## config.mk

```make
export PLATFORM = sky130hd
export DESIGN_NAME = ssd_share_arbiter
export DESIGN_NICKNAME = d
export VERILOG_FILES = /design/src/rtl/ssd_pkg.sv /design/src/rtl/ssd_rr_pick.sv /design/src/rtl/ssd_share_arbiter.sv
export SDC_FILE = /design/constraint.sdc
export NUM_CORES = 1
export LEC_CHECK = 0
export ABC_AREA = 1
export CAP_MARGIN = 20
export CORE_ASPECT_RATIO = 1.75
export CORE_MARGIN = 5
export CORE_UTILIZATION = 51
export DETAILED_ROUTE_END_ITERATION = 16
export GPL_TIMING_DRIVEN = 0
export PLACE_DENSITY = 0.82
export SLEW_MARGIN = 0
export SYNTH_ARGS = -nofsm -noshare
export SYNTH_HDL_FRONTEND = slang
export SYNTH_HIERARCHICAL = 1
export SYNTH_SLANG_ARGS = --single-unit
export TNS_END_PERCENT = 20
```

## constraint.sdc

```tcl
create_clock -name clk -period 3.2 [get_ports clk]
set_input_delay 0.48 -clock clk [delete_from_list [all_inputs] [get_ports clk]]
set_output_delay 0.48 -clock clk [all_outputs]
set_load 0.005 [all_outputs]
```

## src/rtl/ssd_pkg.sv

```systemverilog
// Shared seven-segment definitions: active-low glyphs (bit 6 = a ... bit 0 = g),
// the blank pattern and the 4-digit frame type used by the display arbiter.
package ssd_pkg;

  localparam logic [6:0] SEG_BLANK = 7'h7F;

  localparam logic [6:0] SEG_0 = 7'h01;
  localparam logic [6:0] SEG_1 = 7'h4F;
  localparam logic [6:0] SEG_2 = 7'h12;
  localparam logic [6:0] SEG_3 = 7'h06;
  localparam logic [6:0] SEG_4 = 7'h4C;
  localparam logic [6:0] SEG_5 = 7'h24;
  localparam logic [6:0] SEG_6 = 7'h20;
  localparam logic [6:0] SEG_7 = 7'h0F;
  localparam logic [6:0] SEG_8 = 7'h00;
  localparam logic [6:0] SEG_9 = 7'h04;

  // Letters used by status/alert messages ("Err", "HELP", "----").
  localparam logic [6:0] SEG_E    = 7'h30;
  localparam logic [6:0] SEG_R    = 7'h7A;
  localparam logic [6:0] SEG_H    = 7'h48;
  localparam logic [6:0] SEG_L    = 7'h71;
  localparam logic [6:0] SEG_P    = 7'h18;
  localparam logic [6:0] SEG_DASH = 7'h7E;

  // Element [3] is the leftmost digit, so a frame aligns with a 28-bit seg_in slice.
  typedef logic [3:0][6:0] frame_t;

  localparam frame_t FRAME_BLANK = {4{SEG_BLANK}};

  function automatic logic [6:0] seg_digit(input logic [3:0] d);
    case (d)
      4'd0:    seg_digit = SEG_0;
      4'd1:    seg_digit = SEG_1;
      4'd2:    seg_digit = SEG_2;
      4'd3:    seg_digit = SEG_3;
      4'd4:    seg_digit = SEG_4;
      4'd5:    seg_digit = SEG_5;
      4'd6:    seg_digit = SEG_6;
      4'd7:    seg_digit = SEG_7;
      4'd8:    seg_digit = SEG_8;
      4'd9:    seg_digit = SEG_9;
      default: seg_digit = SEG_BLANK;
    endcase
  endfunction

endpackage

```

## src/rtl/ssd_rr_pick.sv

```systemverilog
// Combinational round-robin picker: first requester at or after `start` (with
// wrap) that is not masked by `excl`.
module ssd_rr_pick #(
  parameter int N  = 3,
  parameter int IW = $clog2(N)
) (
  input  logic [N-1:0]  req,
  input  logic [IW-1:0] start,
  input  logic [N-1:0]  excl,
  output logic [N-1:0]  win,
  output logic          valid
);

  logic [N-1:0]  cand;
  int            idx_i;
  logic [IW-1:0] idx;

  always_comb begin
    cand  = req & ~excl;
    win   = '0;
    valid = 1'b0;
    idx_i = 0;
    idx   = '0;
    for (int k = 0; k < N; k++) begin
      idx_i = (int'(start) + k) % N;
      idx   = idx_i[IW-1:0];
      if (!valid && cand[idx]) begin
        win[idx] = 1'b1;
        valid    = 1'b1;
      end
    end
  end

endmodule

```

## src/rtl/ssd_share_arbiter.sv

```systemverilog
// Time-shares the 4-digit display between NCLI clients: round-robin grants with a
// guaranteed minimum of HOLD cycles on screen, registered digit outputs.
module ssd_share_arbiter
  import ssd_pkg::*;
#(
  parameter int NCLI = 3,
  parameter int HOLD = 50_000_000,
  parameter int CW   = (HOLD > 1) ? $clog2(HOLD) : 1
) (
  input  logic               clk,
  input  logic               rst,
  input  logic [NCLI-1:0]    req,
  input  logic [28*NCLI-1:0] seg_in,
  output logic [NCLI-1:0]    gnt,
  output logic [NCLI-1:0]    done,
  output logic               busy,
  output logic [6:0]         SSD3,
  output logic [6:0]         SSD2,
  output logic [6:0]         SSD1,
  output logic [6:0]         SSD0
);

  localparam int            IW       = $clog2(NCLI);
  localparam logic [CW-1:0] CNT_LOAD = CW'(HOLD - 1);
  localparam logic [IW-1:0] PTR_LAST = IW'(NCLI - 1);

  typedef enum logic {IDLE, SHOW} state_t;

  // req/gnt handshake: req is a level held by the client for as long as it wants
  // the screen; gnt is one-hot and registered, and a grant ends only with a
  // one-cycle done pulse (or reset). A client may drop req at any time.
  state_t          state, state_n;
  logic [NCLI-1:0] gnt_n, done_n;
  logic [CW-1:0]   cnt, cnt_n;
  logic [IW-1:0]   ptr, ptr_n;
  frame_t          frame, frame_n;

  logic [IW-1:0]   start;
  logic [NCLI-1:0] excl, win;
  logic            win_valid;
  logic [IW-1:0]   win_idx;
  frame_t          cli_frame [NCLI];

  for (genvar i = 0; i < NCLI; i++) begin : g_frames
    assign cli_frame[i] = seg_in[28*i +: 28];
  end

  // In SHOW ptr equals the granted client, so one picker serves both cases.
  assign start = (ptr == PTR_LAST) ? '0 : ptr + IW'(1);
  assign excl  = (state == SHOW) ? gnt : '0;

  ssd_rr_pick #(.N(NCLI), .IW(IW)) u_pick (
    .req   (req),
    .start (start),
    .excl  (excl),
    .win   (win),
    .valid (win_valid)
  );

  always_comb begin
    win_idx = '0;
    for (int i = 0; i < NCLI; i++) begin
      if (win[i]) win_idx = IW'(i);
    end
  end

  always_comb begin
    state_n = state;
    gnt_n   = gnt;
    done_n  = '0;
    cnt_n   = cnt;
    ptr_n   = ptr;
    frame_n = frame;
    case (state)
      IDLE: begin
        if (win_valid) begin
          state_n = SHOW;
          gnt_n   = win;
          cnt_n   = CNT_LOAD;
          ptr_n   = win_idx;
          frame_n = cli_frame[win_idx];
        end else begin
          frame_n = FRAME_BLANK;
        end
      end
      SHOW: begin
        if (|(req & gnt)) frame_n = cli_frame[ptr];
        if (cnt != '0) begin
          cnt_n = cnt - CW'(1);
        end else if (win_valid) begin
          done_n  = gnt;
          gnt_n   = win;
          cnt_n   = CNT_LOAD;
          ptr_n   = win_idx;
          frame_n = cli_frame[win_idx];
        end else if (!(|(req & gnt))) begin
          done_n  = gnt;
          gnt_n   = '0;
          state_n = IDLE;
          frame_n = FRAME_BLANK;
        end
      end
      default: state_n = IDLE;
    endcase
  end

  always_ff @(posedge clk or posedge rst) begin
    if (rst) begin
      state <= IDLE;
      gnt   <= '0;
      done  <= '0;
      cnt   <= '0;
      ptr   <= PTR_LAST;
      frame <= FRAME_BLANK;
    end else begin
      state <= state_n;
      gnt   <= gnt_n;
      done  <= done_n;
      cnt   <= cnt_n;
      ptr   <= ptr_n;
      frame <= frame_n;
    end
  end

  assign busy = (state == SHOW);
  assign SSD3 = frame[3];
  assign SSD2 = frame[2];
  assign SSD1 = frame[1];
  assign SSD0 = frame[0];

endmodule

```

==> results.cfg <==
[synthesis]
synth_common_cells = 340 x nand2_1, 90 x nand3_1, 74 x nor2_1
synth_most_common_cell = nand2_1
syn-num-nets = 950
async_flop_share = 1.00
ys_seq_elements = 63
yosys_warnings = 6
synth_top_area_share = 0.244
synth_top_cell_by_area = nand2_1
synthCells = 856
yosysUniqueCellTypes = 34
synthFlopType = dfrtp_1
synth_edf_count = 0
yosys-top-cells-area = nand2_1 24%, dfrtp_1 16%, dfstp_2 15%
seq_area_frac_synth = 0.308
avgSynthCellArea_um2 = 6.12
mappedNetlistArea_um2 = 5240

[setup_path]
worstPathRequired_ns = 3.47
ff2ff_setup_slack_ns = 0.17
worst-path-max-fanout = 10
rr_endpoint = SSD3[0]
cp_data_arrival_time_ns = 3.30
setup.worst_path.start_class = flop
path_class = flop to flop
r2r.worst_path.cells = 18
regToRegStartpoint = ptr[1]
endpoint_kind = flop

[outcome]
outcome = finished, final reports clean

[sta]
fin_hold_ws_ns = 0.496
fin_skew_ns = 0.00826
setup_viol = 0
finalCriticalPeriod_ns = 3.03
finalCritPeriodShare = 0.946
relSlewSlack = 0.610
finalHoldViolations = 0
final_max_slew_viol_count = 0
max_freq_mhz = 330
tightestPinTransition_ns = 0.584

[floorplan]
initial_core_util = 0.514
die_w_um = 86.6
die_h_um = 144
fp.coreArea_um2 = 10200
rows = 49
die-area_um2 = 12500
ios = 124

[routing]
drt_iter0_markers = 375
totalWireLength_um = 18000
wl_per_cell_um = 16.0
ant_nets = 0
vias = 6197
route.detailed.drc = 0
vias_per_cell = 5.51
dr.pass1.iters = 5

[finish]
drive_above_1_share = 0.112
area_growth_pct = 33.9
fin_nets = 1087
finish.utilization = 0.689
antennaDiodeCount = 0

[clock_tree]
clk_latency_ns = 0.34
clockBufferDepth = 2
cts-root-buf = clkbuf_16
clk_pin_slew_ns = 0.06
cts_tree = built
postCtsHoldBufs = 0
htree_levels = 3
cts_sinks = 63
cts_buffers = 9

[min_path]
whs_path_depth = 2
min_to = ptr[1]
hold_path_class = flop to flop
holdCritStartpoint = ptr[1]

[global_routing]
grt_pass1_wl_um = 28700
grt_usage = 0.292
grt_pass1_vias = 6023
overflow = 0
antenna_found_initial = 0
grt_max_degree = 39

[power]
p_leak_nw = 3.34
power_density_nw_per_um2 = 300
ir_drop_uv = 261

[placement]
dp.final_hpwl_um = 13500
gp_congestion = 0.937
io_buffers = 123

[job]
cap_violations = 0
[how the worst max path moves through the flow]
stage / from / end / slack (ns) / cells past startpoint
6_report: ptr[1] / SSD3[0] / 0.17 / 18
5_1_grt: ptr[1] / SSD2[4] / -0.09 / 21
4_1_cts: ptr[0] / SSD3[0] / 0.008 / 16
3_5_place_dp: ptr[0] / SSD1[4] / -0.26 / 16
3_3_place_gp: ptr[0] / SSD1[3] / -0.26 / 16
2_1_floorplan: ptr[0] / SSD2[4] / 0.47 / 19
[kinds of logic after synthesis]
family,synth area share
adders and majority gates,0.0120
and+or+nand+nor,0.430
AOI/OAI and AO/OA,0.129
xor gates and xnor gates,0.0217
buffers and inverters,0.0987
DFF,0.308
[worst max-delay path, stage by stage, from the launching register on]
cell,delay [ns]
dfstp_2,0.56
inv_1,0.07
nand2_1,0.11
clkinvlp_4,0.13
inv_1,0.09
ha_2,0.22
inv_2,0.06
nand2_1,0.07
nor2_1,0.07
a21oi_4,0.21
nand4_1,0.27
inv_4,0.20
nand3_1,0.12
buf_2,0.22
clkbuf_4,0.22
nor2_1,0.10
o21ai_0,0.10
nand2_1,0.07
inv_1,0.04
[sequential cells by signal, summed over array words and instances, names as in the netlist]
register / flops
cnt: 26
ptr: 2
gnt: 3
busy: 1
SSD2: 7
SSD1: 7
done: 3
SSD3: 7
SSD0: 7
[layer usage]
| layer | vias to the layer above | wire length, µm | GRT usage |
|---|---|---|---|
| met4 | 0 | 844 | 0.151 |
| met5 | - | 0 | 0 |
| met1 | 2824 | 6460 | 0.318 |
| met3 | 66 | 1320 | 0.0684 |
| met2 | 280 | 9330 | 0.518 |
| li1 | 3027 | - | - |
[layout by cell type, fill, tap and decap left out, types with 4 or more instances in the layout]
cell type,count
a211oi_1,28
a21oi_1,30
a22oi_1,7
buf_2,12
buf_4,8
buf_6,4
clkbuf_1,11
clkbuf_16,9
clkbuf_2,7
clkbuf_4,4
clkdlybuf4s50_1,123
dfrtp_1,34
dfstp_2,29
inv_1,66
inv_2,7
nand2_1,340
nand3_1,90
nand4_1,12
nor2_1,73
nor2_2,7
o21ai_0,41
o21ai_1,4
xor2_1,12
[area by class of cell]
| type | count | area, µm² |
|---|---|---|
| buffer | 45 | 256 |
| clock buffer | 9 | 225 |
| clock inverter | 7 | 80.1 |
| fill | 905 | 3170 |
| inverter | 76 | 292 |
| multi-input combinational | 671 | 3110 |
| sequential | 63 | 1610 |
| tap | 127 | 159 |
| timing repair buffer | 127 | 1270 |
[repair_timing]
action	4_1_cts	5_1_grt
endpoints found under the setup margin	34	41
gates resized for setup	2	27
buffers inserted	0	3
pin swaps	0	1
[per-stage QoR]
step | instances | power [mW] | setup TNS, ns | worst slack (ns) | cell area (µm²)
3_5_place_dp | 1107 | 1.09 | -4.82 | -0.259 | 6650
2_1_floorplan | 856 | 0.929 | 0 | 0.466 | 5240
3_3_place_gp | 1106 | 1.09 | -5.17 | -0.260 | 6630
5_1_grt | 1125 | 2.18 | -0.938 | -0.0880 | 7010
6_report | 1125 | 2.10 | 0 | 0.172 | 7010
4_1_cts | 1122 | 2.10 | 0 | 0.00809 | 6950
[report_power, final]
part	internal (mW)	leakage (nW)	switching [mW]	total [mW]
registers	0.799	0.687	0	0.799
logic	0.151	2.51	0.137	0.288
clock network	0.611	0.143	0.406	1.02
No activity file was read; power rests on OpenSTA's default activity.
